--- config.mk ---
export PLATFORM = sky130hd
export DESIGN_NAME = aes_block_tx_flat
export DESIGN_NICKNAME = d
export VERILOG_FILES = /design/src/rtl/aes_block_tx_if.sv /design/src/rtl/aes_block_tx.sv /design/src/flat_wrapper.sv
export SDC_FILE = /design/constraint.sdc
export NUM_CORES = 1
export LEC_CHECK = 0
export ABC_CLOCK_PERIOD_IN_PS = 3040
export BUFFER_PORTS_ARGS = -buffer_cell sky130_fd_sc_hd__buf_2
export CORE_MARGIN = 2
export CORE_UTILIZATION = 28
export DETAILED_ROUTE_END_ITERATION = 6
export SYNTH_ARGS = -nofsm -noshare
export SYNTH_HDL_FRONTEND = slang
export SYNTH_SLANG_ARGS = --single-unit
--- constraint.sdc ---
create_clock -name clk_100MHz -period 3.04 [get_ports clk_100MHz]
set_input_delay 0.456 -clock clk_100MHz [delete_from_list [all_inputs] [get_ports clk_100MHz]]
set_output_delay 0.456 -clock clk_100MHz [all_outputs]
set_load 0.02 [all_outputs]
--- src/rtl/aes_block_tx_if.sv ---
// ---------------------------------------------------------------------------
// aes_block_tx_if
// Block handshake between the AES core (master) and the byte streamer
// (slave, aes_block_tx).
//   blk_valid  master -> slave  blk_data holds a complete AES output block
//   blk_ready  slave  -> master streamer can accept a block this cycle
//   blk_data   master -> slave  AES output block, 8*BLOCK_BYTES bits
// A block transfers on a clock edge where blk_valid & blk_ready.
// ---------------------------------------------------------------------------
interface aes_block_tx_if #(
  parameter int BLOCK_BYTES = 16
) ();
  logic                     blk_valid;
  logic                     blk_ready;
  logic [8*BLOCK_BYTES-1:0] blk_data;

  modport master (output blk_valid, output blk_data, input blk_ready);
  modport slave  (input blk_valid, input blk_data, output blk_ready);
endinterface

--- src/rtl/aes_block_tx.sv ---
// ---------------------------------------------------------------------------
// aes_block_tx
// Latches one AES result block and streams it byte by byte into the UART TX
// FIFO, MSB byte first, stalling while the FIFO reports full.
//
// Parameters
//   BLOCK_BYTES  bytes per block
//   BYTE_GAP     idle cycles inserted after each FIFO write (0 = back-to-back)
// Ports
//   clk_100MHz  system clock, rising edge
//   reset_n     synchronous active-low reset
//   blk         block handshake (slave side): blk_valid/blk_ready/blk_data
//   flush       synchronous abort of the block in progress
//   tx_full     UART TX FIFO full
//   tx_wr       FIFO write strobe, one byte per high cycle
//   tx_data     byte presented with tx_wr
//   busy        a block is held and not yet fully sent
//   done        one-cycle pulse after the final write of a block
// Configuration
//   HEX_ASCII_EN  when defined, each byte is sent as two uppercase ASCII hex
//                 characters (high nibble first), followed by CR LF.
// ---------------------------------------------------------------------------
module aes_block_tx #(
  parameter int BLOCK_BYTES = 16,
  parameter int BYTE_GAP    = 0
) (
  input  logic                 clk_100MHz,
  input  logic                 reset_n,
  aes_block_tx_if.slave        blk,
  input  logic                 flush,
  input  logic                 tx_full,
  output logic                 tx_wr,
  output logic [7:0]           tx_data,
  output logic                 busy,
  output logic                 done
);

  localparam int W = 8 * BLOCK_BYTES;
`ifdef HEX_ASCII_EN
  localparam int N_WR = 2 * BLOCK_BYTES + 2;
`else
  localparam int N_WR = BLOCK_BYTES;
`endif
  localparam int CNT_W = $clog2(N_WR + 1);
  localparam int GAP_W = (BYTE_GAP > 1) ? $clog2(BYTE_GAP) : 1;
  localparam logic [CNT_W-1:0] LAST_WR  = CNT_W'(N_WR - 1);
  localparam logic [GAP_W-1:0] GAP_LOAD = GAP_W'((BYTE_GAP > 0) ? BYTE_GAP - 1 : 0);

  typedef enum logic [1:0] {IDLE, SEND, GAP, DONE} state_e;

  state_e           state_q, state_d;
  logic [W-1:0]     shreg_q, shreg_d;
  logic [CNT_W-1:0] cnt_q,   cnt_d;
  logic [GAP_W-1:0] gap_q,   gap_d;

  logic [7:0] wr_byte;   // character/byte presented in SEND
  logic       shift_now; // this write consumes the top byte of shreg

`ifdef HEX_ASCII_EN
  function automatic logic [7:0] hex_char(input logic [3:0] n);
    // 'A' - 10 = 8'h37
    return (n < 4'd10) ? (8'h30 + {4'h0, n}) : (8'h37 + {4'h0, n});
  endfunction

  always_comb begin
    if (cnt_q == CNT_W'(2 * BLOCK_BYTES))
      wr_byte = 8'h0D;
    else if (cnt_q == CNT_W'(2 * BLOCK_BYTES + 1))
      wr_byte = 8'h0A;
    else if (cnt_q[0])
      wr_byte = hex_char(shreg_q[W-5 -: 4]);
    else
      wr_byte = hex_char(shreg_q[W-1 -: 4]);
    // Shift once per byte, after its low-nibble character.
    shift_now = cnt_q[0] && (cnt_q < CNT_W'(2 * BLOCK_BYTES));
  end
`else
  always_comb begin
    wr_byte   = shreg_q[W-1 -: 8];
    shift_now = 1'b1;
  end
`endif

  always_comb begin
    // NOTE: every signal written here gets a default first, so no path can
    // leave one unassigned and infer a latch.
    state_d       = state_q;
    shreg_d       = shreg_q;
    cnt_d         = cnt_q;
    gap_d         = gap_q;
    tx_wr         = 1'b0;
    tx_data       = 8'h00;
    busy          = 1'b1;
    done          = 1'b0;
    blk.blk_ready = 1'b0;

    unique case (state_q)
      IDLE: begin
        busy          = 1'b0;
        blk.blk_ready = 1'b1;
        if (blk.blk_valid) begin
          shreg_d = blk.blk_data;
          cnt_d   = '0;
          state_d = SEND;
        end
      end
      SEND: begin
        tx_data = wr_byte;
        tx_wr   = ~tx_full;
        if (!tx_full) begin
          cnt_d = cnt_q + 1'b1;
          if (shift_now) shreg_d = shreg_q << 8;
          if (cnt_q == LAST_WR) begin
            state_d = DONE;
          end else if (BYTE_GAP > 0) begin
            gap_d   = GAP_LOAD;
            state_d = GAP;
          end
        end
      end
      GAP: begin
        if (gap_q == '0) state_d = SEND;
        else             gap_d   = gap_q - 1'b1;
      end
      DONE: begin
        done    = 1'b1;
        state_d = IDLE;
      end
      default: state_d = IDLE;
    endcase

    // Abort wins over any transition above, including an accept in IDLE.
    if (flush) begin
      state_d = IDLE;
      shreg_d = shreg_q;
      cnt_d   = '0;
      gap_d   = '0;
    end
  end

  // NOTE: sequential state uses non-blocking assignments so every register
  // samples its pre-edge value, independent of statement order.
  always_ff @(posedge clk_100MHz) begin
    if (!reset_n) begin
      state_q <= IDLE;
      shreg_q <= '0;
      cnt_q   <= '0;
      gap_q   <= '0;
    end else begin
      state_q <= state_d;
      shreg_q <= shreg_d;
      cnt_q   <= cnt_d;
      gap_q   <= gap_d;
    end
  end

endmodule

--- src/flat_wrapper.sv ---
// flat-port wrapper written by rule: the top's interface ports become plain ports
module aes_block_tx_flat 
#(
  parameter int BLOCK_BYTES = 16,
  parameter int BYTE_GAP    = 0
)
  (clk_100MHz, reset_n, flush, tx_full, tx_wr, tx_data, busy, done, blk_blk_valid, blk_blk_data, blk_blk_ready);
  aes_block_tx_if #(.BLOCK_BYTES(BLOCK_BYTES)) blk_i ();
  input  logic clk_100MHz;
  input  logic reset_n;
  input  logic flush;
  input  logic tx_full;
  output logic tx_wr;
  output logic [7:0] tx_data;
  output logic busy;
  output logic done;
  input wire logic [$bits(blk_i.blk_valid)-1:0] blk_blk_valid;
  input wire logic [$bits(blk_i.blk_data)-1:0] blk_blk_data;
  output wire logic [$bits(blk_i.blk_ready)-1:0] blk_blk_ready;
  assign blk_i.blk_valid = blk_blk_valid;
  assign blk_i.blk_data = blk_blk_data;
  assign blk_blk_ready = blk_i.blk_ready;
  aes_block_tx #(.BLOCK_BYTES(BLOCK_BYTES), .BYTE_GAP(BYTE_GAP)) u_core (.clk_100MHz(clk_100MHz), .reset_n(reset_n), .blk(blk_i), .flush(flush), .tx_full(tx_full), .tx_wr(tx_wr), .tx_data(tx_data), .busy(busy), .done(done));
endmodule
## Word level (Yosys, flattened, before mapping)

Index checks and enable logic that the tools add are counted.

| storage, ports and cells | value |
|---|---|
| register bits after elaboration | 136 |
| input bits | 133 |
| word-level logic and storage cells | 40 |

| operators by class | value |
|---|---|
| add/subtract/negate cells | 2 |
| equal/unequal tests | 8 |
| multiplexer cells | 17 |
| bitwise logic cells | 3 |
| reduce and logical (&&, ||, !) cells | 6 |

Operators with widths:

| kind | number |
|---|---|
| 128-bit 2-to-1 mux | 2 |
| 128-bit case mux with 2 select lines | 1 |
| 5-bit 2-to-1 mux | 2 |
| 5-bit case mux with 2 select lines | 1 |
| 2-bit 2-to-1 mux | 4 |
| 8-bit 2-to-1 mux | 1 |
| 2-bit case mux with 4 select lines | 1 |
| 4-bit AND reduction | 2 |
| 2-bit != test, second input constant | 3 |
| 5-bit by 1-bit adder with 5-bit output, second input constant | 1 |
| 5-bit by 4-bit == test with 1-bit output, second input constant | 1 |
| 1-bit 2-to-1 mux | 5 |
| 2-bit == test, second input constant | 2 |
| 1-bit inverter | 3 |
| 3-bit AND reduction | 1 |
| 2-bit by 1-bit == test with 1-bit output, second input constant | 1 |
| 2-bit zero test | 1 |
| 2-bit by 1-bit != test with 1-bit output, second input constant | 1 |
| 2-bit nonzero test | 1 |
| 2-bit OR reduction | 1 |
| 1-bit subtractor, second input constant | 1 |

## Logic depth before layout (Yosys ltp)

| logic depth | value |
|---|---|
| depth in word-level cells | 4 |
| mapped depth | 7 |
| gate-level depth less buffers | 5 |

## Worst setup path before layout

No wires, ideal clock.

| timing | value |
|---|---|
| path kind | reg-to-reg |
| start | register u_core.cnt_q[0] |
| end | register u_core.cnt_q[4] |
| setup time | 0.072 ns |
| arrival | 1.413 ns |
| required time | 2.968 ns |
| setup slack | 1.555 ns |
| stages on the path, launching flop included | 6 |
| buffers on the path | 0 |
| cell sequence | dfxtp_1 ha_1 and3_1 ha_1 or3_1 mux2i_1 |

| between the ends | value |
|---|---|
| word-level cells in the longest chain between the ends | 3 |

RTL lines:

| what | RTL line | source |
|---|---|---|
| from (decl) | aes_block_tx.sv:53 | `logic [CNT_W-1:0] cnt_q, cnt_d;` |
| from (signal assigned) | aes_block_tx.sv:152 | `cnt_q <= cnt_d;` |
| 5-bit by 1-bit adder with 5-bit output | aes_block_tx.sv:111 | `cnt_d = cnt_q + 1'b1;` |
| 5-bit 2-to-1 mux | aes_block_tx.sv:110 | `if (!tx_full) begin` |
| 5-bit case mux with 2 select lines | aes_block_tx.sv:97 | `unique case (state_q)` |

Every way passes these cells. The select of a mux whose other input is x is not followed.
A chain may end at the register's enable or synchronous reset.

## Worst setup path in the final report

| timing | value |
|---|---|
| start | register u_core.state_q[0] |
| end | output port tx_data[0] |

| between the ends | value |
|---|---|
| word-level cells in the longest chain between the ends | 2 |

RTL lines:

| what | RTL line | source |
|---|---|---|
| from (decl) | aes_block_tx.sv:51 | `state_e state_q, state_d;` |
| from (signal assigned) | aes_block_tx.sv:150 | `state_q <= state_d;` |
| 2-bit by 1-bit == test with 1-bit output | aes_block_tx.sv:97 |  |
| 8-bit 2-to-1 mux | aes_block_tx.sv:97 |  |
| to (decl) | flat_wrapper.sv:14 | `output logic [7:0] tx_data;` |

Every way passes these cells.

==> impl_metrics.json <==
{
  "drive_gt1_share_pct": 25.0,
  "die_w_microns": 150,
  "p_leak_uw": 0.00358,
  "synthSimpleGateAreaFrac_pct": 12.2,
  "clkSinkCount": 135,
  "syn_area_sq_um": 5970,
  "drtIter0Drc": 238,
  "synthMuxAreaShare_pct": 22.1,
  "grt_pass1_vias": 4594,
  "seq_area_frac_synth_pct": 45.2,
  "synth_compound_area_share_pct": 13.3,
  "vdd_drop_max_mv": 0.342,
  "critPathSlowestCell": "dfxtp_1",
  "synth_cell_types": 28,
  "drv_slew": 0,
  "endpoint_kind": "primary output",
  "initial_core_util_pct": 28.5,
  "dp_hpwl_microns": 10100,
  "ctsRootBufferMaster": "clkbuf_16",
  "fin_setup_tns_ns": 0,
  "cp.arrival_ns": 1.74,
  "powerDensity_nw_per_um2": 613,
  "post-route-period-util_pct": 72.1,
  "dieArea_sq_um": 22500,
  "cp_max_fo": 10,
  "synth_area_leader_cell": "dfxtp_1",
  "io_pins": 145,
  "fp-row-count": 53,
  "ys_ff_latch": 135,
  "postSynthCellCount": 627,
  "postSynthAreaPerCell_sq_um": 9.53,
  "use_met3_pct": 4.91,
  "nFillCells": 2207,
  "gp_congestion": 0.747,
  "r2r_setup_slack_ns": 0.93,
  "multiInputGateArea_sq_um": 2890,
  "ys_top_cells_by_count": "dfxtp_1 (135), mux2i_1 (132), nand2_1 (130), o22ai_1 (120), buf_2 (23)",
  "worstMarginPinSlew_ns": 0.772,
  "ys.flop_type": "dfxtp_1",
  "grt_max_degree": 129,
  "maxCapViolCount": 0,
  "numCtsBuffers": 17,
  "synth_top_family_by_area": "multiplexers",
  "finish.instance_area_sq_um": 7430,
  "path_class": "reg2out",
  "viasPerCell": 4.77,
  "io_buffers": 144,
  "rsz0062_at_grt": "false",
  "cpPeakStageDelay_ns": 0.49,
  "cp_top_family": "simple AND/OR/NAND/NOR gates",
  "finalHoldViolCount": 0,
  "cts_tree": "done",
  "coreArea_sq_um": 21000,
  "overflow": 0,
  "place_area_sq_um": 6810,
  "drc": 0,
  "finClkSkew_ns": 0.00617,
  "die_h_microns": 150,
  "startpoint_type": "flop",
  "synth_xor_area_share_pct": 0.147,
  "gr-usage-met2_pct": 20.8,
  "grt_pass1_wl_microns": 24600,
  "status": "complete, no violations",
  "slew_headroom_pct": 48.5,
  "postRouteAntennaNets": 0,
  "min_path_type": "in2reg",
  "gr-usage-all-layers_pct": 14.1,
  "clk_pin_slew_ns": 0.06,
  "fmax_mhz": 456,
  "wirelength_microns": 15800,
  "yosys.area.top_type_share_pct": 45.2,
  "top_usage_layer": "met2",
  "yosys.area_share.adder_pct": 0.419,
  "nets": 877,
  "route.vias.total": 4915,
  "syn2layout_area_growth_pct": 24.4,
  "synthTopCellsByArea": "dfxtp_1 (45%), mux2i_1 (22%), o22ai_1 (13%), nand2_1 (8.2%), buf_6 (2.6%)",
  "synth_edf_count": 0,
  "cp_cell_sequence": "nor2b_1, and2_1, buf_2",
  "yosysMostFrequentCell": "dfxtp_1",
  "async_reset_ff_share_pct": 0,
  "cp_num_buf_inv": 1,
  "clk_latency_ns": 0.41,
  "ctsHoldBuffers": 0,
  "antenna_found_initial": 1,
  "wl_per_cell_microns": 15.3,
  "cts_resized": 0,
  "seq_area_sq_um": 2700,
  "yosysWarnings": 0,
  "cts_max_path_buffers": 2,
  "syn_nets": 762,
  "finalCriticalPeriod_ns": 2.19,
  "setup_violations": 0,
  "cts-htree-levels": 4,
  "cts_setup_buffers": 0,
  "cp.required_ns": 2.58,
  "firstDrtPassIters": 4,
  "met1_usage_pct": 19.5
}
## path summary, 6_finish.rpt
kind                      from             endpoint  cells past startpoint
max          u_core.state_q[0]           tx_data[0]                      3
min            blk_blk_data[5]    u_core.shreg_q[5]                      3
max reg2reg  u_core.state_q[1]  u_core.shreg_q[119]                      4
min reg2reg  u_core.shreg_q[7]    u_core.shreg_q[7]                      2
## tightest hold or removal path: cells and delay by family
kind | cells | cell delay [ns]
buffers and inverters | 1 | 0.10
muxes | 1 | 0.06
and+or+nand+nor | 1 | 0.05
## final cells by class
cell class	count	area share, %
antenna	2	0.0673
clock buffer	22	6.38
clock inverter	8	1.97
inverter	3	0.151
multi-input combinational	430	38.9
sequential	135	36.4
tap	275	4.63
timing repair buffer	155	11.5
## layout by cell type, fill, tap and decap left out, types with 3 or more instances in the layout
master / instances
o22ai_1: 120
bufinv_16: 4
nor2b_1: 4
inv_1: 3
buf_12: 4
clkbuf_8: 3
nand2b_1: 3
and2_1: 9
and3_1: 3
mux2i_1: 132
nand3_1: 12
buf_2: 143
dfxtp_1: 135
buf_4: 8
nand2_1: 130
clkbuf_16: 17
## routing by layer
| metal | up-vias | part of all wire, % |
|---|---|---|
| li1 | 2491 | - |
| met1 | 2280 | 47 |
| met2 | 140 | 45 |
| met3 | 4 | 7.4 |
| met4 | 0 | 0.33 |
| met5 | - | 0 |
## state kept, by name (all words and copies together) (netlist names)
signal / flops
u_core.cnt_q: 5
u_core.shreg_q: 128
u_core.state_q: 2
## kinds of logic after synthesis
family | count (synthesis)
AO/OA/AOI/OAI | 125
adder cells (fa/ha/maj) | 2
flip-flops | 135
multiplexers | 132
AND/OR/NAND/NOR | 170
XOR/XNOR | 1
buffers and inverters | 62
## stage by stage
stage	setup WS (ns)	power (uW)	instances	hold slack, ns	utilization, %
6_report	0.848	4550	1030	0.307	35.5
5_1_grt	0.646	4760	1028	0.280	35.4
4_1_cts	0.780	4620	1028	0.282	35.4
3_5_place_dp	0.950	2410	998	0.450	32.5
3_3_place_gp	0.956	2410	998	0.443	32.5
2_1_floorplan	1.56	2250	627	0.434	-
## where the power goes
group / switching (uW) / total [uW] / internal (uW) / leakage, uW
logic: 245 / 456 / 211 / 0.00217
registers: 50.5 / 1910 / 1860 / 0.00110
clock network: 757 / 2190 / 1430 / 0.000302
total: 1050 / 4550 / 3500 / 0.00358
(Power assumes the default switching activity.)
